[config.mk]
export PLATFORM = sky130hd
export DESIGN_NAME = pipelined_operand_adder
export DESIGN_NICKNAME = d
export VERILOG_FILES = /design/src/rtl/adder_pkg.sv /design/src/rtl/adder_chunk_stage.sv /design/src/rtl/pipelined_operand_adder.sv
export SDC_FILE = /design/constraint.sdc
export NUM_CORES = 1
export LEC_CHECK = 0
export CORE_UTILIZATION = 60
export DETAILED_ROUTE_END_ITERATION = 6
export PLACE_DENSITY = 0.86
export RECOVER_POWER = 100
export REMOVE_ABC_BUFFERS = 1
export SLEW_MARGIN = 20
export SYNTH_ARGS = -nofsm -noshare
export SYNTH_HDL_FRONTEND = slang
export SYNTH_SLANG_ARGS = --single-unit
[constraint.sdc]
create_clock -name clk -period 11.45 [get_ports clk]
set_input_delay 1.145 -clock clk [delete_from_list [all_inputs] [get_ports clk]]
set_output_delay 1.145 -clock clk [all_outputs]
set_load 0.02 [all_outputs]
[src/rtl/adder_pkg.sv]
// Shared definitions for the pipelined operand adder: default geometry, stage count helper
// and the stage valid vector type for the default build.
package adder_pkg;

  // Integer ceiling division, usable in constant expressions.
  function automatic int unsigned ceil_div(input int unsigned a, input int unsigned b);
    return (a + b - 1) / b;
  endfunction

  localparam int unsigned WaDefault    = 51;
  localparam int unsigned WbDefault    = 14;
  localparam int unsigned ChunkDefault = 17;

  // Carry segments in the default build.
  localparam int unsigned NstgDefault = ceil_div(WaDefault, ChunkDefault);

  // One valid bit per register position: operand capture plus one per carry segment.
  typedef logic [NstgDefault:0] stg_valid_t;

endpackage

[src/rtl/adder_chunk_stage.sv]
// One carry segment of the pipelined adder: adds a W-bit slice of both operands plus the
// registered carry of the segment below, and registers the sum slice and carry-out.
module adder_chunk_stage import adder_pkg::*; #(
  parameter int unsigned W   = ChunkDefault,
  parameter int unsigned IDX = 0
) (
  input  logic         clk_i,
  input  logic         rst_i,
  input  logic         en_i,
  input  logic [W-1:0] a_i,
  input  logic [W-1:0] b_i,
  input  logic         c_i,
  output logic [W-1:0] sum_o,
  output logic         c_o
);

  logic [W:0]   sum_d;
  logic [W-1:0] sum_q;
  logic         c_q;
  logic         cin;

  // Segment add; the lowest segment has nothing below it, so its carry-in is forced to zero.
  always_comb begin
    cin   = c_i & (IDX != 0);
    sum_d = {1'b0, a_i} + {1'b0, b_i} + {{W{1'b0}}, cin};
  end

  // Sum slice and carry-out registers, held while the pipe is stalled.
  always_ff @(posedge clk_i or posedge rst_i) begin
    if (rst_i) begin
      sum_q <= '0;
      c_q   <= 1'b0;
    end else if (en_i) begin
      sum_q <= sum_d[W-1:0];
      c_q   <= sum_d[W];
    end
  end

  assign sum_o = sum_q;
  assign c_o   = c_q;

endmodule

[src/rtl/pipelined_operand_adder.sv]
// Pipelined WA-bit + WB-bit adder with valid/ready streaming handshake.
// Operands are captured in an input register, then the carry chain is cut into CHUNK-bit
// segments, one register stage each. Upper operand slices are skewed and finished lower sum
// slices deskewed so every slice of one operation leaves together.
// Build option: define PIPE_ADDER_SIGNED_EN to sign-extend B (two's complement, wrapping sum);
// otherwise B is zero-extended and the sum is exact.
module pipelined_operand_adder import adder_pkg::*; #(
  parameter int unsigned WA    = WaDefault,
  parameter int unsigned WB    = WbDefault,
  parameter int unsigned CHUNK = ChunkDefault
) (
  input  logic          clk,
  input  logic          rst,
  input  logic          in_valid,
  output logic          in_ready,
  input  logic [WA-1:0] in_a,
  input  logic [WB-1:0] in_b,
  output logic          out_valid,
  input  logic          out_ready,
  output logic [WA:0]   out_sum
);

  localparam int unsigned NSTG = ceil_div(WA, CHUNK);

  if (WB < 1 || WB > WA || CHUNK < 1) begin : g_bad_param
    $fatal(1, "pipelined_operand_adder: need 1 <= WB <= WA and CHUNK >= 1");
  end

  logic          adv;
  logic [WA:0]   b_ext;
  logic [NSTG:0] vld_q;
  logic [NSTG:0] vld_d;
  logic [NSTG:0] cchain;
  logic          top_q [NSTG+1];

  // The whole pipe moves together; it may move whenever the output slot is free or draining.
  assign out_valid = vld_q[NSTG];
  assign adv       = !out_valid || out_ready;
  assign in_ready  = adv;

`ifdef PIPE_ADDER_SIGNED_EN
  assign b_ext = {{(WA + 1 - WB){in_b[WB-1]}}, in_b};
`else
  assign b_ext = {{(WA + 1 - WB){1'b0}}, in_b};
`endif

  // Valid chain next state: shift in in_valid on advance, bubbles travel as zeros.
  always_comb begin
    vld_d = vld_q;
    if (adv) begin
      vld_d[0] = in_valid;
      for (int unsigned k = 1; k <= NSTG; k++) begin
        vld_d[k] = vld_q[k-1];
      end
    end
  end

  // Valid chain register.
  always_ff @(posedge clk or posedge rst) begin
    if (rst) begin
      vld_q <= '0;
    end else begin
      vld_q <= vld_d;
    end
  end

  // Bit WA of ext(B) rides alongside to the output; it combines with the final carry there.
  always_ff @(posedge clk or posedge rst) begin
    if (rst) begin
      for (int k = 0; k <= NSTG; k++) begin
        top_q[k] <= 1'b0;
      end
    end else if (adv) begin
      top_q[0] <= b_ext[WA];
      for (int k = 1; k <= NSTG; k++) begin
        top_q[k] <= top_q[k-1];
      end
    end
  end

  assign cchain[0]   = 1'b0;
  assign out_sum[WA] = cchain[NSTG] ^ top_q[NSTG];

  for (genvar i = 0; i < NSTG; i++) begin : g_stg
    localparam int unsigned Lo  = i * CHUNK;
    localparam int unsigned W   = (i == NSTG - 1) ? WA - Lo : CHUNK;
    localparam int unsigned Dsk = NSTG - 1 - i;

    logic [W-1:0] a_q [i+1];
    logic [W-1:0] b_q [i+1];
    logic [W-1:0] sum_c;

    // Operand slice delay line: capture, then wait i cycles for the carry from below.
    always_ff @(posedge clk or posedge rst) begin
      if (rst) begin
        for (int k = 0; k <= i; k++) begin
          a_q[k] <= '0;
          b_q[k] <= '0;
        end
      end else if (adv) begin
        a_q[0] <= in_a[Lo +: W];
        b_q[0] <= b_ext[Lo +: W];
        for (int k = 1; k <= i; k++) begin
          a_q[k] <= a_q[k-1];
          b_q[k] <= b_q[k-1];
        end
      end
    end

    adder_chunk_stage #(
      .W   (W),
      .IDX (i)
    ) u_stage (
      .clk_i (clk),
      .rst_i (rst),
      .en_i  (adv),
      .a_i   (a_q[i]),
      .b_i   (b_q[i]),
      .c_i   (cchain[i]),
      .sum_o (sum_c),
      .c_o   (cchain[i+1])
    );

    if (Dsk > 0) begin : g_dsk
      logic [W-1:0] dsk_q [Dsk];

      // Finished slice waits for the upper segments of the same operation.
      always_ff @(posedge clk or posedge rst) begin
        if (rst) begin
          for (int unsigned k = 0; k < Dsk; k++) begin
            dsk_q[k] <= '0;
          end
        end else if (adv) begin
          dsk_q[0] <= sum_c;
          for (int unsigned k = 1; k < Dsk; k++) begin
            dsk_q[k] <= dsk_q[k-1];
          end
        end
      end

      assign out_sum[Lo +: W] = dsk_q[Dsk-1];
    end else begin : g_top
      assign out_sum[Lo +: W] = sum_c;
    end
  end

endmodule
==> summary.txt, run 1 <==
Clock tree
  – Clock latency on the worst-skew pair: 500 ps
  – Inserted Clock Buffers: 23
  – Post-CTS Setup Repair Bufs: 0
  – Clk sinks: 225
  – CTS tree: done
  – Clk slew on worst S/H paths: 60 ps
  – Worst-case clock buffer depth: 3
  – Clock root buffer: clkbuf_16
  – Post-cts resize count: 0
  – Hold_buf cts: 0
  – H-tree levels: 1

Global route
  – Initial antenna violation count: 0
  – Largest net degree at the start of global routing: 258
  – Grt total ovfl: 0
  – Vias in the first global route: 6810
  – Gr usage total: 0.229
  – Global-route wire length before repair: 31.2 mm

Floorplanning
  – I/O Pins: 123
  – Initial Utilization: 0.616
  – Core Area: 15900 µm²
  – FP Rows: 46
  – Total Die Area: 16900 µm²
  – Die H: 130 µm
  – Die width: 130 µm

Place
  – Area after DPL: 11000 µm²
  – I/O Buffers: 122
  – GPL Wtd Cong: 0.889
  – DP HPWL: 11.6 mm

Timing
  – Final hold violations: 0
  – Fin crit share: 0.647
  – Clock Skew: 10.4 ps
  – Worst Tran Pin Value: 5880 ps
  – Crit path time final: 7400 ps
  – FMAX: 135 MHz
  – Slew margin rel.: -2.94
  – Setup_tns: 0 ps
  – Fin. max-slew vios: 347
  – Hold slack: 457 ps
  – # setup viols final: 0
  – RSZ-0062 raised after global routing: no

Finish
  – P&R area growth vs syn: 19.8%
  – Commonest non-fill, non-tap cell in the layout: nand2_1
  – Commonest non-fill, non-tap cells in the layout: nand2_1, dfrtp_1, clkdlybuf4s50_1
  – Antenna diode count: 0
  – Share of layout cells above drive strength 1: 0.0387
  – Final instance area: 11800 µm²
  – NumNets Final: 1288

Route
  – Post-route ant nets: 0
  – 1st-iter DRT viols: 503
  – Final WL: 18.4 mm
  – Met2 wire len: 9.29 mm
  – WL/cell: 12.8 µm
  – WL met1: 7.99 mm
  – Top Metal Used: met4
  – DRC viols: 0
  – WL met3: 792 µm
  – Via count: 7344
  – 1st-pass router iterations: 5
  – Vias per cell: 5.13

Yosys
  – Synth area leaders: dfrtp_1, nand2_1, ha_1
  – Synth top area share: 0.573
  – Post-synth ARST share: 1.00
  – Unique masters post-synth: 47
  – Syn_area_per_cell: 8.76 µm²
  – Yosys reg bits: 225
  – Ys Warns: 0
  – Main flop type after synthesis: dfrtp_1
  – EDFF count, synth: 0
  – Post-Syn Area: 9820 µm²
  – Syn Inst Count: 1121
  – Sequential area share after synthesis: 0.573
  – Synth area leader: dfrtp_1

Worst setup path
  – Critical path's top delay family: buffers and inverters
  – Crit path DAT: 6260 ps
  – Req. time, crit path: 10310 ps
  – R2R setup slack: 5120 ps
  – Max incr delay on CP: 2210 ps
  – Critical path's most frequent cell: dlygate4sd3_1
  – Critical path origin: out_ready
  – R2R Path Start: vld_q[3]
  – Setup crit end kind: output pin
  – Reg-to-reg critical path endpoint: g_stg[0].u_stage.sum_o[14]
  – Crit-path slowest cell: clkinvlp_2
  – Worst-path maximum fanout: 257
  – Crit Path Category: in -> out
  – Critical-path cell list: dlygate4sd3_1 > nor2b_1 > buf_12 > clkinvlp_2 > dlygate4sd3_1
  – CP Buf/Inv Count: 4
  – Worst setup SP type: input pin
  – R2R depth: 7

Outcome
  – Run status: finished, violations left
  – Failing checks: max-capacitance violations, max-slew violations

Worst hold path
  – Number of stages on the worst hold path: 2
  – Worst hold start: out_sum[2]
  – HP Class: reg -> reg
  – Worst Hold Path EP: out_sum[2]

Pwr
  – Power Density: 266 nW/µm²
  – Leakage: 5.82 nW
  – VDD IR max: 0.153 mV

Flow run
  – Max-cap violations: 4
-- stage by stage --
step	instances	power (W)	utilization	worst slack (ps)
final	1432	0.00313	0.738	4050
after global routing	1432	0.00337	0.738	3550
after CTS	1432	0.00318	0.739	6690
after detailed placement	1391	0.00243	0.692	6690
after global placement	1391	0.00237	0.692	6720
after floorplan	1049	0.00209	-	-7800
-- sequential cells by signal, summed over array words and instances, names as in the netlist --
name	cells
g_stg.g_dsk.dsk_q	34
g_stg.u_stage.c_o	3
g_stg.a_q	102
vld_q	4
g_stg.u_stage.sum_o	51
out_sum	17
g_stg.b_q	14
-- cell usage after synthesis, types with 2 or more instances --
| cell type | count |
|---|---|
| o21a_1 | 4 |
| nor2_1 | 21 |
| buf_2 | 2 |
| a221o_1 | 2 |
| buf_1 | 14 |
| and3_1 | 11 |
| a211oi_1 | 2 |
| nand2_1 | 575 |
| a21o_1 | 5 |
| buf_4 | 18 |
| nor2b_1 | 4 |
| or3_1 | 2 |
| a21oi_1 | 26 |
| inv_1 | 11 |
| and2_1 | 2 |
| nor3_1 | 6 |
| clkbuf_1 | 37 |
| nand3_1 | 16 |
| nand2b_1 | 3 |
| xnor2_1 | 21 |
| nand4_1 | 5 |
| and4_1 | 4 |
| o211ai_1 | 3 |
| mux2_2 | 2 |
| dfrtp_1 | 225 |
| o21ai_0 | 43 |
| o2111ai_1 | 2 |
| o31ai_1 | 5 |
| ha_1 | 18 |
| xor2_1 | 15 |
-- area by class of cell --
cell class,count,area (µm²)
sequential,225,5630
fill,1196,4180
multi-input combinational,813,3800
timing repair buffer,126,1260
clock buffer,31,656
tap,216,270
clock inverter,10,100
inverter,11,43.8
-- worst max path at each step --
stage / end / slack (ps) / depth (start not counted)
4_1_cts: in_ready / 6690 / 5
6_report: in_ready / 4050 / 5
2_1_floorplan: g_stg[0].u_stage.sum_o[15] / -7800 / 6
3_5_place_dp: in_ready / 6690 / 5
5_1_grt: in_ready / 3550 / 5
3_3_place_gp: in_ready / 6720 / 5
-- power by group --
group	leakage, nW	switching [W]	internal (W)	total, W
Clock	0.382	0.000294	0.000445	0.000739
Sequential	2.73	0.000215	0.00113	0.00135
Combinational	2.71	0.000613	0.000436	0.00105
Total	5.82	0.00112	0.00201	0.00313
-- worst reg2reg max path: stages (launching register included) --
cell,delay (ps)
dfrtp_1,340
nor2b_1,240
buf_12,700
clkinvlp_2,2280
clkbuf_1,1640
nor2_1,560
a21oi_1,80
mux2_2,390
-- cells by family (layout without fill, tap and decap cells) --
family          after synthesis  in the layout  share of synthesized area
compound gates              102            102                     0.0638
xor+xnor                     36             36                     0.0321
fa+ha+maj                    19             19                     0.0250
buf+inv                      83            178                     0.0396
flops                       225            225                      0.573
mux                           3              3                    0.00331
simple gates                653            653                      0.263
-- metal layers --
| metal | vias to the layer above | GRT usage |
|---|---|---|
| li1 | 3693 | - |
| met1 | 3465 | 0.303 |
| met2 | 155 | 0.398 |
| met3 | 31 | 0.0316 |
| met4 | 0 | 0.0616 |
| met5 | - | 0 |
No activity file was read; power rests on OpenSTA's default activity.
==> inputs of run 2 (changes only) <==
--- a/config.mk
+++ b/config.mk
@@ -5,9 +5,9 @@
 export SDC_FILE = /design/constraint.sdc
 export NUM_CORES = 1
 export LEC_CHECK = 0
-export CORE_UTILIZATION = 60
+export CORE_UTILIZATION = 56
 export DETAILED_ROUTE_END_ITERATION = 6
-export PLACE_DENSITY = 0.86
+export PLACE_DENSITY = 0.81
 export RECOVER_POWER = 100
 export REMOVE_ABC_BUFFERS = 1
 export SLEW_MARGIN = 20
==> constraint.sdc (replaced) <==
create_clock -name clk -period 7.15 [get_ports clk]
set_input_delay 0.715 -clock clk [delete_from_list [all_inputs] [get_ports clk]]
set_output_delay 0.715 -clock clk [all_outputs]
set_load 0.02 [all_outputs]
==> summary.txt, run 2 (synthesized netlist as in run 1, its figures left out) <==
Timing
  – Fin. max-slew vios: 376
  – Slew margin rel.: -1.31
  – Crit path time final: 4850 ps
  – Worst Tran Pin Value: 3460 ps
  – FMAX: 206 MHz
  – Final worst setup slack: 2300 ps
  – # setup viols final: 0
  – Clock Skew: 7.99 ps
  – Final hold violations: 0
  – Fin crit share: 0.679
  – Setup_tns: 0 ps
  – RSZ-0062 raised after global routing: no

Clock tree
  – Post-cts resize count: 0
  – Worst-case clock buffer depth: 3
  – Post-CTS Setup Repair Bufs: 0
  – Clk sinks: 225
  – Hold_buf cts: 0
  – CTS tree: done
  – Clk slew on worst S/H paths: 60 ps
  – Inserted Clock Buffers: 23
  – Clock root buffer: clkbuf_16
  – H-tree levels: 1
  – Clock latency on the worst-skew pair: 500 ps

Finish
  – Antenna diode count: 0
  – Final Non-Filler Cells: 1438
  – Register area: 5630 µm²
  – Final Util: 0.686
  – Share of layout cells above drive strength 1: 0.0379
  – Number of flip-flops in the largest register: 102
  – Commonest non-fill, non-tap cell in the layout: nand2_1
  – Footprint of the multi-input gates: 3800 µm²
  – Most flops, register: g_stg.a_q
  – Fill count: 1363
  – Commonest non-fill, non-tap cells in the layout: nand2_1, dfrtp_1, clkdlybuf4s50_1
  – P&R area growth vs syn: 20.3%
  – NumNets Final: 1288

Floorplanning
  – Total Die Area: 18100 µm²
  – Initial Utilization: 0.570
  – Core Area: 17200 µm²
  – I/O Pins: 123
  – Die width: 134 µm
  – Die H: 134 µm
  – FP Rows: 48

Pwr
  – VDD IR max: 0.284 mV
  – Power Density: 431 nW/µm²
  – Leakage: 5.84 nW

Global route
  – Grt total ovfl: 0
  – Gr usage total: 0.215
  – Vias in the first global route: 6958
  – Initial antenna violation count: 0
  – Global-route wire length before repair: 31.7 mm
  – Largest net degree at the start of global routing: 258

Outcome
  – Failing checks: max-capacitance violations, max-slew violations
  – Run status: finished, violations left

Worst setup path
  – Worst setup SP type: input pin
  – Critical path origin: out_ready
  – Crit path DAT: 5270 ps
  – Setup crit end kind: register
  – Worst-path maximum fanout: 257
  – R2R setup slack: 2580 ps
  – Crit Path Category: in -> reg
  – Critical Path Sink: out_sum[3]
  – Reg-to-reg critical path endpoint: out_sum[3]
  – R2R depth: 6
  – Req. time, crit path: 7570 ps
  – R2R Path Start: vld_q[3]

Place
  – DP HPWL: 11.6 mm
  – I/O Buffers: 122
  – Placed insts: 1400
  – Pre-CTS setup slack: 3350 ps
  – GPL Wtd Cong: 0.902

Route
  – DRC viols: 0
  – Via count: 7378
  – Post-route ant nets: 0
  – Final WL: 18.4 mm
  – 1st-iter DRT viols: 362
  – Vias per cell: 5.13
  – WL/cell: 12.8 µm
  – 1st-pass router iterations: 5

Flow run
  – Max-cap violations: 4

Worst hold path
  – HP Class: reg -> reg
[run 2: layout make-up]
cell class,count,area share
Multi-Input combinational cell,813,0.322
Sequential cell,225,0.476
Clock buffer,27,0.0525
Clock inverter,11,0.0152
Timing Repair Buffer,126,0.106
Inverter,11,0.00424
Tap cell,225,0.0238
[run 2: critical path, stage by stage]
cell           delay [ps]
dlygate4sd3_1         520
nor2b_1                60
buf_12                280
inv_6                 510
clkbuf_1             2460
nand2_1               270
nand2_1               190
[run 2: layer usage]
layer | routed length, µm | vias up | GRT usage
met3 | 829 | 31 | 0.0325
li1 | - | 3697 | -
met1 | 7970 | 3481 | 0.280
met5 | 0 | - | 0
met4 | 354 | 0 | 0.0562
met2 | 9290 | 169 | 0.376
[run 2: worst min-delay path by stage]
| stage | start | to | slack, ps | cells past startpoint |
|---|---|---|---|---|
| floorplan | vld_q[2] | vld_q[2] | 430 | 2 |
| global placement | vld_q[2] | vld_q[2] | 440 | 2 |
| detailed placement | out_sum[15] | out_sum[15] | 450 | 2 |
| CTS | g_stg[2].a_q[28] | g_stg[2].a_q[28] | 470 | 2 |
| global route | g_stg[2].a_q[25] | g_stg[2].a_q[25] | 490 | 2 |
| finish | out_sum[14] | out_sum[14] | 460 | 2 |
[run 2: where the power goes]
group | switching, W | internal (W) | total (W)
sequential | 0.000343 | 0.00181 | 0.00215
combinational | 0.000984 | 0.000694 | 0.00168
clock | 0.000471 | 0.000795 | 0.00127
[run 2: stage by stage]
step	hold WS, ps	power (W)	cell area [µm²]
floorplan	430	0.00335	9470
global placement	441	0.00382	11000
detailed placement	454	0.00390	11000
CTS	469	0.00518	11800
global route	487	0.00547	11800
finish	457	0.00510	11800
